File: src/rtl/uat_pkg.sv
// Shared types and constants for the uat_tx serial transmitter.
// Build option: define UAT_TX_PARITY_EN to add an even-parity bit to every frame.
package uat_pkg;

  localparam int   UAT_CLKS_PER_BIT = 8;
  localparam int   UAT_DATA_BITS    = 8;
  localparam logic UAT_START_BIT    = 1'b0;
  localparam logic UAT_STOP_BIT     = 1'b1;

`ifdef UAT_TX_PARITY_EN
  localparam int UAT_FRAME_BITS = 11;
  typedef enum logic [2:0] {IDLE, START, DATA, PARITY, STOP} uat_state_e;
`else
  localparam int UAT_FRAME_BITS = 10;
  typedef enum logic [2:0] {IDLE, START, DATA, STOP} uat_state_e;
`endif

endpackage

File: src/rtl/uat_baud_cnt.sv
// Bit-time counter: counts 0..CLKS_PER_BIT-1 while enabled and flags the last clock of each bit.
module uat_baud_cnt #(
  parameter int CLKS_PER_BIT = 8
) (
  input  logic clk,
  input  logic reset,
  input  logic i_en,
  input  logic i_clear,
  output logic o_bit_tick
);

  localparam int CW = (CLKS_PER_BIT > 1) ? $clog2(CLKS_PER_BIT) : 1;
  localparam logic [CW-1:0] LAST = CW'(CLKS_PER_BIT - 1);

  logic [CW-1:0] r_cnt;

  always_ff @(posedge clk) begin
    if (reset || i_clear) begin
      r_cnt <= '0;
    end else if (i_en) begin
      if (r_cnt == LAST) r_cnt <= '0;
      else               r_cnt <= r_cnt + 1'b1;
    end
  end

  assign o_bit_tick = i_en && (r_cnt == LAST);

endmodule

File: src/rtl/uat_tx.sv
// UART-style transmitter: start bit, 8 data bits LSB first, stop bit, with a one-word holding buffer.
// Build option: UAT_TX_PARITY_EN inserts an even-parity bit between data and stop.
//
// Producer handshake: a word on tx_data is taken on any rising edge where tx_valid && tx_ready;
// tx_ready is simply "holding buffer empty", so tx_data is ignored whenever tx_ready is low.
module uat_tx
  import uat_pkg::*;
#(
  parameter int CLKS_PER_BIT = UAT_CLKS_PER_BIT,
  parameter int DATA_BITS    = UAT_DATA_BITS
) (
  input  logic                 clk,
  input  logic                 reset,
  input  logic [DATA_BITS-1:0] tx_data,
  input  logic                 tx_valid,
  output logic                 tx_ready,
  output logic                 tx_busy,
  output logic                 tx_done,
  output logic                 dOut,
  output uat_state_e           o_dbg_state
);

  localparam int BW = $clog2(DATA_BITS);
  localparam logic [BW-1:0] LAST_BIT = BW'(DATA_BITS - 1);

  uat_state_e           r_state, w_state_nxt;
  logic [DATA_BITS-1:0] r_buf, r_shift;
  logic                 r_buf_full;
  logic [BW-1:0]        r_bit_idx, w_bit_idx_nxt;
  logic                 r_dout, w_dout_nxt;
  logic                 r_done, w_done_nxt;
  logic                 w_load, w_shift, w_accept, w_bit_tick;
`ifdef UAT_TX_PARITY_EN
  logic                 r_parity;
`endif

  uat_baud_cnt #(.CLKS_PER_BIT(CLKS_PER_BIT)) u_baud (
    .clk        (clk),
    .reset      (reset),
    .i_en       (r_state != IDLE),
    .i_clear    (r_state == IDLE),
    .o_bit_tick (w_bit_tick)
  );

  assign w_accept = tx_valid && !r_buf_full;

  always_comb begin
    w_state_nxt   = r_state;
    w_dout_nxt    = r_dout;
    w_bit_idx_nxt = r_bit_idx;
    w_done_nxt    = 1'b0;
    w_load        = 1'b0;
    w_shift       = 1'b0;
    case (r_state)
      IDLE: begin
        w_dout_nxt = UAT_STOP_BIT;
        if (r_buf_full) begin
          w_state_nxt   = START;
          w_load        = 1'b1;
          w_dout_nxt    = UAT_START_BIT;
          w_bit_idx_nxt = '0;
        end
      end
      START: if (w_bit_tick) begin
        w_state_nxt   = DATA;
        w_dout_nxt    = r_shift[0];
        w_bit_idx_nxt = '0;
      end
      DATA: if (w_bit_tick) begin
        if (r_bit_idx == LAST_BIT) begin
`ifdef UAT_TX_PARITY_EN
          w_state_nxt = PARITY;
          w_dout_nxt  = r_parity;
`else
          w_state_nxt = STOP;
          w_dout_nxt  = UAT_STOP_BIT;
`endif
        end else begin
          w_shift       = 1'b1;
          w_dout_nxt    = r_shift[1];
          w_bit_idx_nxt = r_bit_idx + 1'b1;
        end
      end
`ifdef UAT_TX_PARITY_EN
      PARITY: if (w_bit_tick) begin
        w_state_nxt = STOP;
        w_dout_nxt  = UAT_STOP_BIT;
      end
`endif
      STOP: if (w_bit_tick) begin
        w_done_nxt = 1'b1;
        // A buffered word chains straight into the next start bit with no idle gap.
        if (r_buf_full) begin
          w_state_nxt   = START;
          w_load        = 1'b1;
          w_dout_nxt    = UAT_START_BIT;
          w_bit_idx_nxt = '0;
        end else begin
          w_state_nxt = IDLE;
          w_dout_nxt  = UAT_STOP_BIT;
        end
      end
      default: begin
        w_state_nxt = IDLE;
        w_dout_nxt  = UAT_STOP_BIT;
      end
    endcase
  end

  always_ff @(posedge clk) begin
    if (reset) begin
      r_state    <= IDLE;
      r_dout     <= UAT_STOP_BIT;
      r_done     <= 1'b0;
      r_bit_idx  <= '0;
      r_buf      <= '0;
      r_buf_full <= 1'b0;
      r_shift    <= '0;
`ifdef UAT_TX_PARITY_EN
      r_parity   <= 1'b0;
`endif
    end else begin
      r_state   <= w_state_nxt;
      r_dout    <= w_dout_nxt;
      r_done    <= w_done_nxt;
      r_bit_idx <= w_bit_idx_nxt;
      if (w_load) begin
        r_shift <= r_buf;
`ifdef UAT_TX_PARITY_EN
        r_parity <= ^r_buf;
`endif
      end else if (w_shift) begin
        r_shift <= {1'b0, r_shift[DATA_BITS-1:1]};
      end
      // Accept needs the buffer empty and drain needs it full, so they are exclusive.
      if (w_accept) begin
        r_buf      <= tx_data;
        r_buf_full <= 1'b1;
      end else if (w_load) begin
        r_buf_full <= 1'b0;
      end
    end
  end

  assign tx_ready    = !r_buf_full;
  assign tx_busy     = (r_state != IDLE);
  assign tx_done     = r_done;
  assign dOut        = r_dout;
  assign o_dbg_state = r_state;

endmodule

File: config.mk
export PLATFORM = sky130hd
export DESIGN_NAME = uat_tx
export DESIGN_NICKNAME = d
export VERILOG_FILES = /design/src/rtl/uat_pkg.sv /design/src/rtl/uat_baud_cnt.sv /design/src/rtl/uat_tx.sv
export SDC_FILE = /design/constraint.sdc
export NUM_CORES = 1
export LEC_CHECK = 0
export BUFFER_PORTS_ARGS = -buffer_cell sky130_fd_sc_hd__buf_4
export CAP_MARGIN = 10
export CORE_MARGIN = 8
export CORE_UTILIZATION = 55
export DETAILED_ROUTE_END_ITERATION = 10
export PLACE_DENSITY = 0.77
export SYNTH_ARGS = -nofsm -noshare
export SYNTH_HDL_FRONTEND = slang
export SYNTH_SLANG_ARGS = --single-unit
File: constraint.sdc
create_clock -name clk -period 4.9 [get_ports clk]
set_clock_uncertainty 0.2 [all_clocks]
set_input_delay 0.735 -clock clk [delete_from_list [all_inputs] [get_ports clk]]
set_output_delay 0.735 -clock clk [all_outputs]
set_load 0.01 [all_outputs]
==> impl_metrics.py, run 1 <==
metrics = {
    "status": {
        "status": "finished clean",
    },
    "timing": {
        "slew_viol_final": 0,
        "fin_crit_ns": 2.364,
        "timing.fmax_ghz": 0.4231,
        "post-route-period-util_pct": 48.24,
        "setup_tns_ns": 0,
        "setup_viol": 0,
        "relSlewSlack_pct": 39.77,
        "worstMarginPinSlew_ns": 0.9016,
        "hold_viol": 0,
        "rsz0062_at_grt": "no",
    },
    "logic_synthesis": {
        "netlist_area_mm2": 0.001279,
        "syn_avg_cell_area_um2": 9.266,
        "synth_cell_types": 34,
        "synth_area_leaders": "dfxtp_1 42%, ha_1 7.8%, mux2i_1 7.0%",
        "ys_warn_count": 0,
        "postSynthCellCount": 138,
        "yosysTopAreaCell": "dfxtp_1",
        "ys_seq_area_share_pct": 42.27,
        "ys_ff_latch": 27,
        "synthesis.nets": 157,
        "synth_top_area_share_pct": 42.27,
    },
    "power_and_ir_drop": {
        "ir_drop_v": 0.0002233,
        "power_frac_seq_pct": 45.2,
        "power_frac_comb_pct": 39.7,
        "powerDensity_mw_per_mm2": 464.5,
        "totalPowerFinal_mw": 0.6451,
        "power.internal_mw": 0.4113,
        "power_frac_clock_pct": 15.1,
        "p_sw_mw": 0.2338,
        "p_sw_share_pct": 36.25,
        "p_leak_nw": 0.5935,
    },
    "global_routing": {
        "grt_pass1_vias": 965,
        "grt_antenna_before_repair": 0,
        "grt_pass1_wl_um": 4222,
        "grt_max_degree": 19,
        "grt_usage_pct": 12.12,
        "overflow": 0,
    },
    "clock_tree": {
        "cts.sinks": 27,
        "cts_resized": 0,
        "cts_buffers": 3,
        "cts_setup_buffers": 0,
        "cts_tree": "yes",
        "ctsHoldBuffers": 0,
        "htree_levels": 1,
        "clockBufferDepth": 2,
        "clkLatencyLatePin_ns": 0.33,
        "ctsRootBufferMaster": "clkbuf_4",
        "clk_transition_reported_paths_ns": 0.15,
    },
    "routing": {
        "antenna_left": 0,
        "num_vias": 964,
        "drt-vias-per-instance": 5.509,
        "wl_um": 2376,
        "first_iter_violations": 35,
        "wl_per_cell_um": 13.58,
        "drc": 0,
        "first_pass_iters": 4,
    },
    "cells_and_area": {
        "nets": 167,
        "area_growth_syn_to_layout_pct": 8.610,
        "stdcell_count": 175,
        "drive_above_1_share_pct": 14.97,
        "layout_common_cells": "27 x dfxtp_1, 18 x nand2_1, 16 x buf_4",
        "layout_commonest_cell": "dfxtp_1",
        "diodes": 0,
        "postLayoutCellArea_mm2": 0.001389,
    },
    "critical_path": {
        "crit_path_max_fanout": 10,
        "crit_path_top_delay_cell": "dfxtp_1",
        "crit_path_end_kind": "output port",
        "critPathRequiredTime_ns": 3.96,
        "startpoint_type": "flop",
        "crit_chain": "inv_1, ha_1, inv_1, buf_4",
        "cpMostUsedCell": "inv_1",
        "worstSetupPathType": "flop to output port",
        "arrival_ns": 1.43,
        "r2r_cells": 5,
        "crit_path_max_incr_delay_ns": 0.38,
    },
    "place": {
        "dp_hpwl_um": 1730,
        "routabilityCongestion": 0.7822,
        "dp_cells": 171,
        "io_buffers": 16,
        "post_dp_cell_area_mm2": 0.001359,
    },
    "floorplanning": {
        "die_w_um": 64.22,
        "start_util_pct": 57.81,
        "die_h_um": 64.22,
        "die_area_mm2": 0.004124,
        "fp-row-count": 17,
        "core_area_mm2": 0.002212,
        "ios": 18,
    },
    "worst_hold_path": {
        "hold_depth": 1,
        "hold_class": "flop to flop",
    },
    "flow_run": {
        "maxCapViolations": 0,
    },
}
## registers in the layout (all words and copies together) (netlist names)
signal and flops:
dOut 1, o_dbg_state 2, r_bit_idx 3, r_buf 8, r_buf_full 1, r_shift 8
tx_done 1, u_baud.r_cnt 3
## synthesized netlist by cell type (all sizes together)
| cell | n |
|---|---|
| or2 | 1 |
| nand3 | 2 |
| or3b | 1 |
| o211a | 3 |
| dfxtp | 27 |
| buf | 7 |
| clkbuf | 4 |
| a21oi | 3 |
| inv | 6 |
| or3 | 1 |
| mux2i | 9 |
| or2b | 1 |
| nand2b | 1 |
| conb | 1 |
| and4bb | 1 |
| nor2 | 9 |
| nand2 | 18 |
| nand4bb | 1 |
| a2bb2oi | 1 |
| o211ai | 1 |
| a222oi | 2 |
| a311oi | 7 |
| ha | 8 |
| nor2b | 2 |
| and3 | 3 |
| a211oi | 1 |
| nor4 | 1 |
| o21ai | 7 |
| nor3 | 9 |
## per-stage QoR
stage	setup WS (ns)	util [%]	hold WS (ns)
floorplan	2.870	-	0.2065
global placement	2.755	61.43	0.2244
detailed placement	2.704	61.43	0.2483
CTS	2.520	62.78	0.2684
global route	2.420	62.78	0.2968
finish	2.536	62.78	0.2589
## worst paths after layout
path	end	slack (ns)	startpoint
max	tx_busy	2.54	o_dbg_state[1]$_SDFFE_PP0P_
min	u_baud.r_cnt[0]$_SDFFE_PP0N_	0.26	u_baud.r_cnt[0]$_SDFFE_PP0N_
max reg2reg	o_dbg_state[1]$_SDFFE_PP0P_	2.74	o_dbg_state[0]$_SDFFE_PP0P_
min reg2reg	u_baud.r_cnt[0]$_SDFFE_PP0N_	0.26	u_baud.r_cnt[0]$_SDFFE_PP0N_
## layer usage
layer	routed length [um]	global-route usage, %	up-vias	share of wire [%]
met5	0	0	-	0
met4	14	4.905	0	0.59
met1	1128	14.37	448	47
met3	65	2.439	2	2.7
li1	-	-	503	-
met2	1167	20.83	11	49
## power by group through the flow
stage,logic (mW),clock network (mW),registers [mW]
after floorplan,0.208,0,0.293
after global placement,0.247,0,0.294
after detailed placement,0.254,0,0.296
after CTS,0.256,0.102,0.292
after global routing,0.282,0.109,0.298
final,0.256,0.0975,0.292
## worst max-delay path: cells and delay by family, from the launching register on
kind,cells,cell delay [ns]
buf+inv,3,0.38
flops,1,0.38
fa+ha+maj,1,0.35
## area by class of cell
cell class                 count  area [um^2]
multi-input combinational     94        640.6
clock inverter                 1        7.507
tap                           28        35.03
inverter                       6        22.52
fill                         199        823.3
sequential                    27        540.5
timing repair buffer          16        120.1
clock buffer                   3        22.52
## cell families (layout without fill, tap and decap cells)
| family | Yosys count | count (layout) | share of synthesized area (%) |
|---|---|---|---|
| AO/OA/AOI/OAI | 25 | 25 | 14.78 |
| adder cells (fa/ha/maj) | 8 | 8 | 7.828 |
| buffers and inverters | 17 | 26 | 7.632 |
| flip-flops | 27 | 27 | 42.27 |
| multiplexers | 9 | 9 | 7.045 |
| other | 1 | 1 | 0.2933 |
| AND/OR/NAND/NOR | 51 | 51 | 20.16 |
No activity file was read; power rests on OpenSTA's default activity.
==> run 2: changes to the inputs <==
ABC_AREA = 1   (was default)
CORE_UTILIZATION = 50   (was 55)
PLACE_DENSITY = 0.74   (was 0.77)
clock period = 1.9 ns   (was 4.9 ns; I/O delays follow)
==> impl_metrics.py, run 2 <==
metrics = {
    "logic_synthesis": {
        "synth_area_leaders": "dfxtp_1 41%, nand2_1 15%, ha_1 7.7%",
        "synthFlopType": "dfxtp_1",
        "synthesis.nets": 201,
        "syn_avg_cell_area_um2": 7.184,
        "ys_ff_latch": 27,
        "synth_cell_types": 21,
        "netlist_area_mm2": 0.001308,
        "synth_most_common_cell": "nand2_1",
        "ys_seq_area_share_pct": 41.34,
        "ys_warn_count": 0,
        "yosysTopAreaCell": "dfxtp_1",
        "synth-async-reset-ratio_pct": 0,
        "postSynthCellCount": 182,
        "synth_enable_flop_cells": 0,
        "synth_common_cells": "53 x nand2_1, 27 x dfxtp_1, 21 x inv_1",
        "synth_top_area_share_pct": 41.34,
    },
    "cells_and_area": {
        "fin_util_pct": 59.49,
        "drive_above_1_share_pct": 17.68,
        "diodes": 0,
        "fillers": 238,
        "layout_commonest_cell": "nand2_1",
        "nets": 218,
        "reg_top3": "r_buf: 8 flops, r_shift: 8 flops",
        "area_growth_syn_to_layout_pct": 12.73,
        "layout_common_cells": "53 x nand2_1, 25 x dfxtp_1, 21 x inv_1",
    },
    "routing": {
        "first_pass_iters": 4,
        "drt-vias-per-instance": 5.048,
        "antenna_left": 0,
        "drc": 0,
        "wl_um": 2535,
        "num_vias": 1151,
        "first_iter_violations": 56,
        "wl_per_cell_um": 11.12,
    },
    "timing": {
        "timing.fmax_ghz": 0.5749,
        "post-route-period-util_pct": 91.54,
        "hold_viol": 0,
        "fin_crit_ns": 1.739,
        "setup_tns_ns": 0,
        "rsz0062_at_grt": "no",
        "slew_viol_final": 0,
        "setup_viol": 0,
    },
    "critical_path": {
        "startpoint_type": "flop",
        "worstSetupPathType": "flop to flop",
        "crit_path_end_kind": "flop",
        "arrival_ns": 1.78,
        "crit_path_max_fanout": 12,
        "crit_path_max_incr_delay_ns": 0.34,
        "critPathRequiredTime_ns": 1.94,
        "cpMostUsedCell": "nand2_1",
        "crit_chain": "ha_1, ha_1, nand2_1, nand2_1, nand2_4, inv_2, nand2_1, nand3_1, nand2_1, inv_1",
        "crit_path_top_delay_cell": "dfxtp_1",
    },
    "clock_tree": {
        "cts.sinks": 27,
        "cts_tree": "yes",
        "cts_buffers": 3,
        "cts_setup_buffers": 0,
        "htree_levels": 1,
        "clk_transition_reported_paths_ns": 0.14,
        "ctsRootBufferMaster": "clkbuf_4",
        "clockBufferDepth": 2,
        "clkLatencyLatePin_ns": 0.32,
    },
    "floorplanning": {
        "die_area_mm2": 0.004507,
        "start_util_pct": 52.78,
        "core_area_mm2": 0.002477,
        "die_h_um": 67.14,
        "die_w_um": 67.14,
        "ios": 18,
        "fp-row-count": 18,
    },
    "global_routing": {
        "grt_usage_pct": 12.87,
        "top_usage_layer": "met2",
        "grt_antenna_before_repair": 0,
        "met3_usage_pct": 2.815,
        "grt_pass1_vias": 1138,
        "use_met1_pct": 16.18,
        "met2_usage_pct": 20.31,
        "grt_pass1_wl_um": 4623,
        "grt_max_degree": 15,
        "overflow": 0,
    },
    "power_and_ir_drop": {
        "power_frac_clock_pct": 13.6,
        "power_frac_comb_pct": 43.9,
        "totalPowerFinal_mw": 1.800,
        "power.internal_mw": 1.064,
        "p_sw_mw": 0.7364,
        "powerDensity_mw_per_mm2": 1222,
        "power_frac_seq_pct": 42.5,
        "p_leak_nw": 0.7010,
        "p_sw_share_pct": 40.90,
        "ir_drop_v": 0.0008703,
    },
    "place": {
        "routabilityCongestion": 0.8330,
        "dp_hpwl_um": 1959,
        "io_buffers": 16,
    },
    "worst_hold_path": {
        "hold_class": "primary input to flop",
    },
    "flow_run": {
        "maxCapViolations": 0,
    },
    "status": {
        "status": "finished clean",
    },
}
-- run 2: power by group through the flow --
stage	combinational, mW	sequential [mW]	clock (mW)
floorplan	0.605	0.764	0
global placement	0.757	0.767	0
detailed placement	0.777	0.771	0
CTS	0.780	0.761	0.251
global route	0.913	0.780	0.280
finish	0.790	0.765	0.245
-- run 2: layer usage --
metal / wire [um] / part of all wire [%] / up-vias
met2: 1142 / 45 / 23
met1: 1241 / 49 / 520
met5: 0 / 0 / -
met3: 97 / 3.8 / 7
met4: 53 / 2.1 / 0
li1: - / - / 601
-- run 2: area by class of cell --
class / instances / area, um^2 / share of cell area [%]
clock buffer: 4 / 26.28 / 1.783
inverter: 25 / 93.84 / 6.367
multi-input combinational: 125 / 643.1 / 43.63
sequential: 27 / 543.0 / 36.84
tap: 30 / 37.54 / 2.547
timing repair buffer: 17 / 130.1 / 8.829
-- run 2: path summary, 6_finish.rpt --
| check | startpoint | to | slack, ns | depth (start not counted) |
|---|---|---|---|---|
| worst min register to register | u_baud.r_cnt[0]$_SDFFE_PP0N_ | u_baud.r_cnt[0]$_SDFFE_PP0N_ | 0.24 | 1 |
| worst max-delay path | u_baud.r_cnt[0]$_SDFFE_PP0N_ | r_shift[0]$_SDFFE_PP0P_ | 0.16 | 10 |
| worst max register to register | u_baud.r_cnt[0]$_SDFFE_PP0N_ | r_shift[0]$_SDFFE_PP0P_ | 0.16 | 10 |
| worst min-delay path | tx_data[7] | r_buf[7]$_SDFFE_PP0P_ | 0.007 | 3 |
-- run 2: stage by stage --
stage,instances,area (um^2),setup slack [ns],hold WS [ns]
floorplan,182,1308,0.2402,0.2084
global placement,223,1430,0.1840,0.2178
detailed placement,223,1430,0.1328,0.2336
CTS,228,1466,0.09554,0.008815
global route,228,1474,0.006435,0.006071
finish,228,1474,0.1607,0.006669
-- run 2: repair_timing --
item                       in CTS  in global routing
hold endpoints to repair        1                  0
hold buffers                    1                  0
setup endpoints to repair       0                  7
resized for setup               0                  3
-- run 2: critical path, delay by kind of cell (launching register included) --
| kind | cells | cell delay, ns |
|---|---|---|
| AND/OR/NAND/NOR | 6 | 0.57 |
| adder cells (fa/ha/maj) | 2 | 0.41 |
| flip-flops | 1 | 0.34 |
| buffers and inverters | 2 | 0.13 |
-- run 2: cells by family (layout without fill, tap and decap cells) --
kind of cell | count (synthesis) | in the layout | synth area share [%]
buffers and inverters | 30 | 46 | 9.855
adders and majority gates | 8 | 8 | 7.656
other | 1 | 1 | 0.2868
AOI/OAI and AO/OA | 26 | 26 | 11.77
and+or+nand+nor | 90 | 90 | 29.09
DFF | 27 | 27 | 41.34
==> run 3: changes to the inputs <==
CAP_MARGIN = 20   (was 10)
RECOVER_POWER = 25   (was default)
==> impl_metrics.py, run 3 (synthesis gave the netlist of run 2 again) <==
metrics = {
    "power_and_ir_drop": {
        "ir_drop_v": 0.0008638,
        "p_leak_nw": 0.6913,
        "totalPowerFinal_mw": 1.787,
        "powerDensity_mw_per_mm2": 1221,
    },
    "cells_and_area": {
        "area_growth_syn_to_layout_pct": 11.87,
        "reg_top3": "r_buf: 8 flops, r_shift: 8 flops",
        "drive_above_1_share_pct": 15.66,
        "fillers": 244,
        "diodes": 0,
        "nets": 218,
        "layout_common_cells": "53 x nand2_1, 25 x dfxtp_1, 22 x inv_1",
        "fin_util_pct": 59.04,
        "layout_commonest_cell": "nand2_1",
        "stdcell_count": 228,
    },
    "floorplanning": {
        "die_w_um": 67.14,
        "start_util_pct": 52.78,
        "fp-row-count": 18,
        "core_area_mm2": 0.002477,
        "ios": 18,
        "die_h_um": 67.14,
        "die_area_mm2": 0.004507,
    },
    "global_routing": {
        "grt_antenna_before_repair": 0,
        "overflow": 0,
        "grt_pass1_wl_um": 4623,
        "grt_pass1_vias": 1138,
        "grt_usage_pct": 12.87,
        "grt_max_degree": 15,
    },
    "clock_tree": {
        "htree_levels": 1,
        "clockBufferDepth": 2,
        "clkLatencyLatePin_ns": 0.32,
        "clk_transition_reported_paths_ns": 0.14,
        "cts.sinks": 27,
        "cts_buffers": 3,
        "cts_setup_buffers": 0,
        "ctsRootBufferMaster": "clkbuf_4",
        "cts_tree": "yes",
    },
    "routing": {
        "first_pass_iters": 4,
        "drc": 0,
        "first_iter_violations": 52,
        "num_vias": 1146,
        "drt-vias-per-instance": 5.026,
        "antenna_left": 0,
        "wl_per_cell_um": 11.12,
        "wl_um": 2536,
    },
    "timing": {
        "slew_viol_final": 0,
        "post-route-period-util_pct": 95.51,
        "fin_crit_ns": 1.815,
        "setup_viol": 0,
        "timing.fmax_ghz": 0.5511,
        "hold_viol": 0,
    },
    "critical_path": {
        "worstSetupPathType": "flop to output port",
        "r2r_start": "o_dbg_state[0]$_SDFFE_PP0P_",
        "cp-startpoint": "o_dbg_state[0]$_SDFFE_PP0P_",
        "critPathRequiredTime_ns": 1.41,
        "arrival_ns": 1.33,
        "crit_path_end_kind": "output port",
        "startpoint_type": "flop",
        "crit_path_max_fanout": 7,
    },
    "place": {
        "io_buffers": 16,
        "dp_cells": 223,
        "dp_hpwl_um": 1959,
        "routabilityCongestion": 0.8330,
    },
    "worst_hold_path": {
        "hold_class": "primary input to flop",
        "worstHoldStart": "tx_data[7]",
    },
    "status": {
        "status": "finished clean",
    },
    "flow_run": {
        "maxCapViolations": 0,
    },
}
-- run 3: cell count changes in the layout (fill, tap and decap cells not counted), sizes merged --
cell / delta
buf: -3
clkbuf: +3
-- run 3: path summary, 6_finish.rpt --
check	to	slack (ns)	cells past startpoint
max	tx_busy	0.09	4
min	r_buf[7]$_SDFFE_PP0P_	0.006	3
max reg2reg	r_shift[0]$_SDFFE_PP0P_	0.14	10
min reg2reg	u_baud.r_cnt[0]$_SDFFE_PP0N_	0.24	1
-- run 3: metal layers --
layer / track usage, % / part of all wire, % / vias to the layer above
met3: 2.815 / 3.2 / 7
met4: 6.527 / 2.1 / 0
li1: - / - / 601
met5: 0 / 0 / -
met2: 20.31 / 45 / 22
met1: 16.18 / 50 / 516
-- run 3: power by group --
part	leakage, nW	total, mW	switching (mW)	internal, mW
clock	0.0150	0.245	0.163	0.0822
sequential	0.222	0.765	0.0775	0.687
combinational	0.454	0.777	0.496	0.281
-- run 3: layout make-up --
class	instances	area, um^2	share of cell area, %
multi-input cells	125	643.1	43.97
clock buffers	4	26.28	1.796
inverters	25	93.84	6.416
well taps	30	37.54	2.566
flip-flops and latches	27	543.0	37.13
repair buffers	17	118.9	8.127
-- run 3: worst max-delay path: stages, from the launching register on --
cell	delay (ns)
dfxtp_2	0.40
inv_1	0.07
ha_1	0.19
inv_1	0.19
buf_4	0.17
-- run 3: timing repair --
| item | 4_1_cts | 5_1_grt |
|---|---|---|
| setup endpoints to repair | 0 | 7 |
| resized for setup | 0 | 3 |
| hold endpoints to repair | 1 | 0 |
| hold buffers | 1 | 0 |
-- run 3: per-stage QoR --
step | cell area [um^2] | hold slack (ns) | worst slack [ns] | TNS, ns
final | 1463 | 0.006274 | 0.08531 | 0
after CTS | 1466 | 0.008815 | 0.09554 | 0
after global routing | 1463 | 0.006071 | -0.002623 | -0.002623
after detailed placement | 1430 | 0.2336 | 0.1328 | 0
after floorplan | 1308 | 0.2084 | 0.2402 | 0
after global placement | 1430 | 0.2178 | 0.1840 | 0
